## src/rtl/arb_req_agent.sv

```systemverilog
// Burst-aware arbiter requester: queues {data,last} beats, requests the shared
// bus once a complete burst is stored, and holds lock while a burst is granted.
module arb_req_agent #(
  parameter int unsigned DATA_W = 32,
  parameter int unsigned DEPTH  = 8
) (
  input  logic              clk,
  input  logic              rst,
  input  logic              in_valid,
  output logic              in_ready,
  input  logic [DATA_W-1:0] in_data,
  input  logic              in_last,
  output logic              req,
  input  logic              gnt,
  output logic              lock,
  output logic              out_valid,
  output logic [DATA_W-1:0] out_data,
  output logic              out_last,
  output logic              err_ovf,
  output logic              err_gnt
);

  localparam int unsigned PTR_W = $clog2(DEPTH);
  localparam int unsigned CNT_W = PTR_W + 1;

  localparam logic [1:0] S_IDLE  = 2'd0;
  localparam logic [1:0] S_REQ   = 2'd1;
  localparam logic [1:0] S_BURST = 2'd2;

  logic [DATA_W:0]   mem [DEPTH];
  logic [PTR_W-1:0]  wr_ptr;
  logic [PTR_W-1:0]  rd_ptr;
  logic [CNT_W-1:0]  count;
  logic [CNT_W-1:0]  burst_cnt;
  logic [CNT_W-1:0]  burst_nxt;
  logic [1:0]        state;
  logic [1:0]        state_nxt;
  logic [DATA_W:0]   head;
  logic              push;
  logic              pop;
  logic              push_last;
  logic              pop_last;

  assign in_ready  = (count < CNT_W'(DEPTH));
  assign req       = (state != S_IDLE);
  assign lock      = (state == S_BURST);
  assign head      = mem[rd_ptr];
  assign push      = in_valid & in_ready;
  assign pop       = gnt & (state != S_IDLE) & (count != '0);
  assign push_last = push & in_last;
  assign pop_last  = pop & head[DATA_W];
  // Post-push/post-pop count of complete bursts; drives the request decision.
  assign burst_nxt = burst_cnt + CNT_W'(push_last) - CNT_W'(pop_last);

  always_comb begin
    state_nxt = state;
    case (state)
      S_IDLE: begin
        if (burst_nxt != '0) state_nxt = S_REQ;
      end
      S_REQ, S_BURST: begin
        if (pop_last)  state_nxt = (burst_nxt != '0) ? S_REQ : S_IDLE;
        else if (pop)  state_nxt = S_BURST;
      end
      default: state_nxt = S_IDLE;
    endcase
  end

  always_ff @(posedge clk) begin
    if (rst) state <= S_IDLE;
    else     state <= state_nxt;
  end

  always_ff @(posedge clk) begin
    if (rst) begin
      wr_ptr    <= '0;
      rd_ptr    <= '0;
      count     <= '0;
      burst_cnt <= '0;
    end else begin
      if (push) wr_ptr <= wr_ptr + PTR_W'(1);
      if (pop)  rd_ptr <= rd_ptr + PTR_W'(1);
      count     <= count + CNT_W'(push) - CNT_W'(pop);
      burst_cnt <= burst_nxt;
    end
  end

  // Storage carries no reset; occupancy is tracked by the pointers and count.
  always_ff @(posedge clk) begin
    if (push) mem[wr_ptr] <= {in_last, in_data};
  end

  always_ff @(posedge clk) begin
    if (rst) begin
      out_valid <= 1'b0;
      out_data  <= '0;
      out_last  <= 1'b0;
    end else begin
      out_valid <= pop;
      if (pop) begin
        out_data <= head[DATA_W-1:0];
        out_last <= head[DATA_W];
      end
    end
  end

  // Sticky error flags; only reset clears them.
  always_ff @(posedge clk) begin
    if (rst) begin
      err_ovf <= 1'b0;
      err_gnt <= 1'b0;
    end else begin
      if ((count == CNT_W'(DEPTH)) && (burst_cnt == '0)) err_ovf <= 1'b1;
      if (gnt && (state == S_IDLE))                        err_gnt <= 1'b1;
    end
  end

endmodule
```

## config.mk

```make
export PLATFORM = sky130hd
export DESIGN_NAME = arb_req_agent
export DESIGN_NICKNAME = d
export VERILOG_FILES = /design/src/rtl/arb_req_agent.sv
export SDC_FILE = /design/constraint.sdc
export NUM_CORES = 1
export LEC_CHECK = 0
export CAP_MARGIN = 20
export CORE_ASPECT_RATIO = 1.4
export CORE_MARGIN = 10
export CORE_UTILIZATION = 40
export CTS_BUF_LIST = sky130_fd_sc_hd__clkbuf_2
export DETAILED_ROUTE_END_ITERATION = 8
export GPL_TIMING_DRIVEN = 0
export HOLD_SLACK_MARGIN = 0.15
export PLACE_DENSITY = 0.57
export SYNTH_ARGS = -nofsm -noshare
export SYNTH_HDL_FRONTEND = slang
export SYNTH_SLANG_ARGS = --single-unit
```

## constraint.sdc

```tcl
create_clock -name clk -period 5.55 [get_ports clk]
set_input_delay 1.3875 -clock clk [delete_from_list [all_inputs] [get_ports clk]]
set_output_delay 1.3875 -clock clk [all_outputs]
set_load 0.02 [all_outputs]
```

==> metrics.txt, run 1 <==
Post-Syn Area per Cell=19.5 um2; CP required=4160 ps; initial antenna violation count=3; Yosys top cell area share=65.4%; total global-route track usage=14.6%; die area=0.0378 mm2; Crit path top cell by count=inv_1; Rel. slew slack=38.7%; GP Congestion=0.728; fin. max-slew vios=0; number of synthesized flops with an enable pin=264; Vias=6439; area leader, netlist=edfxtp_1; Die W=167 um; Hold Vio Cnt, Final=0; worst min-delay path class=reg2reg; CTS Buf Count=74; crit-path cells=inv_1 > ha_1 > inv_1 > clkdlybuf4s50_1; GRT overflow=0; Routed WL per cell=22.1 um; flop2flop setup slack=2260 ps; FMAX=273 MHz; Vias/cell=5.16; clk sink count=319; Detailed Route WL=27.5 mm; Yosys reg bits=319; I/O Pins=76; status=finished, final reports clean; clk_lat worst skew=920 ps; Largest stage delay, worst path=610 ps; first-pass GRT wire length=41.7 mm; Final min period=3670 ps; postcts setup bufs=0; multi-input combinational cell area=0.00287 mm2; Synth area leaders=edfxtp_1 65%, mux4_2 12%, dfxtp_1 9.1%, mux2i_1 3.1%, a211oi_1 2.0%; largest net degree at the start of global routing=23; final setup violation count=0; most frequent cell after synthesis=edfxtp_1; PortBufs=74; RSZ-0062 raised after global routing=no; Crit Path Max Fanout=4; die height=226 um; placeable core area=0.0299 mm2; Final HPWL DP=17.7 mm; buffers plus inverters on the worst setup path=3; hold slack=491 ps; # H-tree levels=3; Worst Setup EP=req; RR Endpoint=state[0]; syn nets=678; DRT Pass-1 Iters=5; Worst R2R Path Depth=13; sequential-to-total area share from yosys stat=74.5%; Max Cap Violations=0; synth unique cells=34; ratio of cells with drive above 1 in the final layout=28.1%; Worst Path Arrival=2280 ps; Pwr Density=395 mW/mm2; worst slew pin tran=914 ps; Async SR Flop Fraction=0%; Lkg Pwr=0.00472 uW; clock tree buffer depth=3; FP Rows=75; Filler Cell Count=2536; Top FF cell, synth=edfxtp_1; post-route setup TNS=0 ps; CTS root buffer=clkbuf_2; Reg clk slew, reported paths=100 ps; DRC Markers=0; Layout Skew=96.3 ps; FF+latch area=0.00903 mm2; FF-to-FF Start=state[1]; DP Cell Count=1110; Synth top cells by count=264 x edfxtp_1, 64 x mux4_2, 55 x dfxtp_1, 51 x nor2_1, 37 x mux2i_1; initial drt markers=435; yosys warns=0; HP Start=err_ovf; post-route ant nets=0; Post-CTS Hold Fix Bufs=0; nets=856; CTS tree=done; Initial Util=40.5%; Resize count post-CTS=0; crit path from=state[1]; Max stage delay cell, worst path=clkdlybuf4s50_1; Critical Path End Type=output port; Worst Hold Depth=2; Gate Count Post-Synth=623; worst vdd ir=0.150 mV; synthesized cell area=0.0121 mm2; Setup crit start kind=flip-flop; vias in the first global route=6962; Critical Path Stages=4; Post-Layout Cell Count=1247; Worst Path Class, Setup=reg2out; Final period util=66.1%; Top Family by Delay on Critical Path=buffers and inverters; Area Growth Syn to Fin=18.8%
worst min-delay path by stage:
stage,end,slack (ps)
after floorplan,flip-flop,450
after global placement,err_gnt,450
after detailed placement,err_ovf,470
after CTS,err_ovf,500
after global routing,err_ovf,520
final,err_ovf,490
registers in the layout, summed over array words and instances, names as in the netlist, 2 cells and up, named ones only:
register and count:
burst_cnt 4, count 4, mem 264, out_data 32
rd_ptr 3, state 2, wr_ptr 3
report_power, final:
| part | switching, uW | leakage, uW | internal [uW] | total [uW] |
|---|---|---|---|---|
| registers | 95.8 | 0.00284 | 2800 | 2900 |
| logic | 683 | 0.00136 | 638 | 1320 |
| clock network | 891 | 0.000527 | 589 | 1480 |
| total | 1670 | 0.00472 | 4030 | 5700 |
cell families (layout without fill, tap and decap cells):
family	after synthesis	after routing	share of synthesized area, %
DFF	319	319	74.5
muxes	101	101	14.9
and+or+nand+nor	83	83	3.01
buffers and inverters	48	284	2.27
AOI/OAI and AO/OA	46	46	2.73
adders and majority gates	18	18	1.98
xor gates and xnor gates	8	8	0.578
other	0	3	0
per-layer routing:
layer / wire length (um) / share of wire [%] / GRT usage (%)
met1: 11200 / 41 / 17.3
met3: 1430 / 5.2 / 3.44
met4: 660 / 2.4 / 6.64
met5: 0 / 0 / 0
met2: 14200 / 52 / 24.9
cell type report:
cell class	instances	area share, %
tap	385	3.34
clock buffer	114	3.96
inverter	16	0.417
clock inverter	20	0.738
sequential	319	62.7
timing repair buffer	102	7.41
antenna	3	0.0521
multi-input combinational	256	19.9
buffer	32	1.49
worst min-delay path, delay by kind of cell (launching register included):
kind | cells | cell delay [ps]
AOI/OAI and AO/OA | 1 | 50
DFF | 1 | 350
and+or+nand+nor | 1 | 70
layout by cell type (no fill, tap or decap), drive strengths merged:
cell type	netlist	final
buf	23	51
inv	16	16
clkbuf	9	123
a21o	2	2
nor2b	6	6
a211oi	32	32
fa	2	2
clkdlybuf4s50	0	74
o32ai	1	1
dfxtp	55	55
a21oi	7	7
edfxtp	264	264
bufinv	0	1
xnor2	4	4
nand2	10	10
a22oi	1	1
nand2b	3	3
xor2	4	4
mux2i	37	37
nand3b	2	2
and4	1	1
a32oi	1	1
mux4	64	64
ha	16	16
a22o	1	1
nand3	2	2
nor2	51	51
clkinv	0	19
diode	0	3
nor4bb	1	1
a31oi	1	1
nor3	6	6
nor4	1	1
stage by stage:
step	power, uW	worst slack [ps]	utilization, %	instance area [um2]
4_1_cts	5780	1830	48.1	14400
3_3_place_gp	4230	-4350	44.6	13300
5_1_grt	6020	1770	48.1	14400
6_report	5700	1880	48.1	14400
2_1_floorplan	3790	19.2	-	12100
3_5_place_dp	4300	1200	45.8	13700
(Power assumes the default switching activity.)
==> run 2: changes to the inputs <==
--- a/config.mk
+++ b/config.mk
@@ -13,7 +13,7 @@
 export DETAILED_ROUTE_END_ITERATION = 8
 export GPL_TIMING_DRIVEN = 0
 export HOLD_SLACK_MARGIN = 0.15
-export PLACE_DENSITY = 0.57
+export PLACE_DENSITY = 0.55
 export SYNTH_ARGS = -nofsm -noshare
 export SYNTH_HDL_FRONTEND = slang
 export SYNTH_SLANG_ARGS = --single-unit
==> constraint.sdc (replaced) <==
create_clock -name clk -period 3.7 [get_ports clk]
set_input_delay 0.925 -clock clk [delete_from_list [all_inputs] [get_ports clk]]
set_output_delay 0.925 -clock clk [all_outputs]
set_load 0.02 [all_outputs]
==> run 2 against run 1 <==
Sequential share of layout area is 0.098 points higher. Critical path depth is 9 higher. Register-to-register slack worse by 1900 ps. Combinational power is 51% higher. Largest cell class unchanged. Sequential cell count stayed put. First-iteration DRC count is 31% lower. Critical path type is now reg2reg. Worst hold slack worse by 8.9 ps. Cell area is 0.16% lower.
==> metrics.txt, run 2 (same netlist as run 1, synthesis figures left out) <==
commonest non-fill, non-tap cell in the layout=edfxtp_1; nets=848; Crit Path Max Fanout=6; Final min period=3340 ps; Top reg by flops=mem; Reg clk slew, reported paths=110 ps; Filler Cell Count=2554; Layout Skew=72.2 ps; die height=226 um; Detailed Route WL=27.3 mm; Vias=6327; vias in the first global route=7037; largest registers=mem (264), out_data (32); Initial Util=40.5%; DRC Markers=0; DRT Pass-1 Iters=6; max reg flops=264; fin. max-slew vios=0; Setup crit start kind=flip-flop; Routed WL per cell=22.0 um; RSZ-0062 raised after global routing=no; CP required=4490 ps; commonest non-fill, non-tap cells in the layout=264 x edfxtp_1, 114 x clkbuf_2, 74 x clkdlybuf4s50_1, 64 x mux4_2, 55 x dfxtp_1; buffers plus inverters on the worst setup path=4; status=finished, final reports clean; Post-CTS Hold Fix Bufs=0; worst min-delay path class=reg2reg; postcts setup bufs=0; clk sink count=319; Largest stage delay, worst path=460 ps; Worst Path Class, Setup=reg2reg; Top Family by Delay on Critical Path=adder cells; Rel. slew slack=33.1%; Lkg Pwr=0.00468 uW; post-route ant nets=0; Max stage delay cell, worst path=fa_1; ratio of cells with drive above 1 in the final layout=27.2%; first-pass GRT wire length=42.1 mm; initial drt markers=299; Max Cap Violations=0; Final period util=90.2%; Hold Vio Cnt, Final=0; CTS tree=done; worst slew pin tran=1000 ps; Vias/cell=5.09; Die W=167 um; design area=0.0144 mm2; CTS Buf Count=74; multi-input combinational cell area=0.00288 mm2; CTS root buffer=clkbuf_2; Pwr Density=590 mW/mm2; largest net degree at the start of global routing=23; GP Congestion=0.717; I/O Pins=76; Tot Pwr=8480 uW; FF+latch area=0.00903 mm2; # H-tree levels=3; FP Rows=75; die area=0.0378 mm2; Worst Path Arrival=4130 ps; Cell Area, Placed=0.0137 mm2; initial antenna violation count=3; total global-route track usage=14.7%; PortBufs=74; placeable core area=0.0299 mm2; FMAX=300 MHz; clk_lat worst skew=890 ps; Area Growth Syn to Fin=18.6%; Critical Path End Type=flip-flop; GRT overflow=0; Resize count post-CTS=0; final setup violation count=0; worst vdd ir=0.216 mV; crit-path cells=inv_1 > ha_1 > inv_1 > nand3_1 > inv_2 > and4_1 > ha_1 > inv_1 > ha_1 > fa_1 > nor3_1 > a32oi_1 > o32ai_1; Final HPWL DP=17.6 mm; clock tree buffer depth=3
## run 2: cell types whose count changed in the layout (fill, tap and decap cells not counted), moves of 2 or more
cell,delta
buf_16,+2
buf_4,-5
diode_2,+2
clkinv_1,+3
buf_6,-9
buf_8,+4
## run 2: cell type report
| type | count | share of cell area [%] |
|---|---|---|
| tap | 385 | 3.35 |
| sequential | 319 | 62.8 |
| timing repair buffer | 94 | 7.26 |
| inverter | 16 | 0.418 |
| clock inverter | 22 | 0.609 |
| antenna | 5 | 0.0870 |
| buffer | 32 | 1.50 |
| clock buffer | 114 | 3.97 |
| multi-input combinational | 256 | 20.0 |
## run 2: report_power, final
part / switching (uW) / internal [uW] / total [uW]
Combinational: 1030 / 959 / 1990
Sequential: 142 / 4200 / 4340
Clock: 1330 / 817 / 2150
Total: 2510 / 5970 / 8480
## run 2: metrics by stage
stage	hold slack, ps	setup TNS (ps)	setup slack, ps	std cells	utilization, %
after floorplan	454	-50330	-508	623	-
after global placement	452	-734090	-4070	1082	44.6
after detailed placement	464	-1330	-338	1102	45.8
after CTS	408	0	291	1238	48.0
after global routing	428	0	44.4	1242	48.0
final	482	0	362	1243	48.0
## run 2: per-layer routing
layer / part of all wire, % / vias up / routed length, um / GRT usage, %
met1: 40 / 3222 / 10900 / 16.9
met5: 0 / - / 0 / 0
met2: 52 / 173 / 14200 / 25.4
met3: 6.2 / 48 / 1700 / 3.90
li1: - / 2884 / - / -
met4: 2.3 / 0 / 631 / 6.36
## run 2: worst paths after layout
kind / from / to / slack (ps) / cells after the start
setup reg to reg: state[1] / state[0] / 360 / 13
hold reg to reg: err_gnt / err_gnt / 480 / 2
hold / removal: err_gnt / err_gnt / 480 / 2
setup / recovery: state[1] / state[0] / 360 / 13
## run 2: tightest hold or removal path, stage by stage, from the launching register on
cell and delay [ps]:
dfxtp_1 340, a21oi_1 40, nor2_1 70
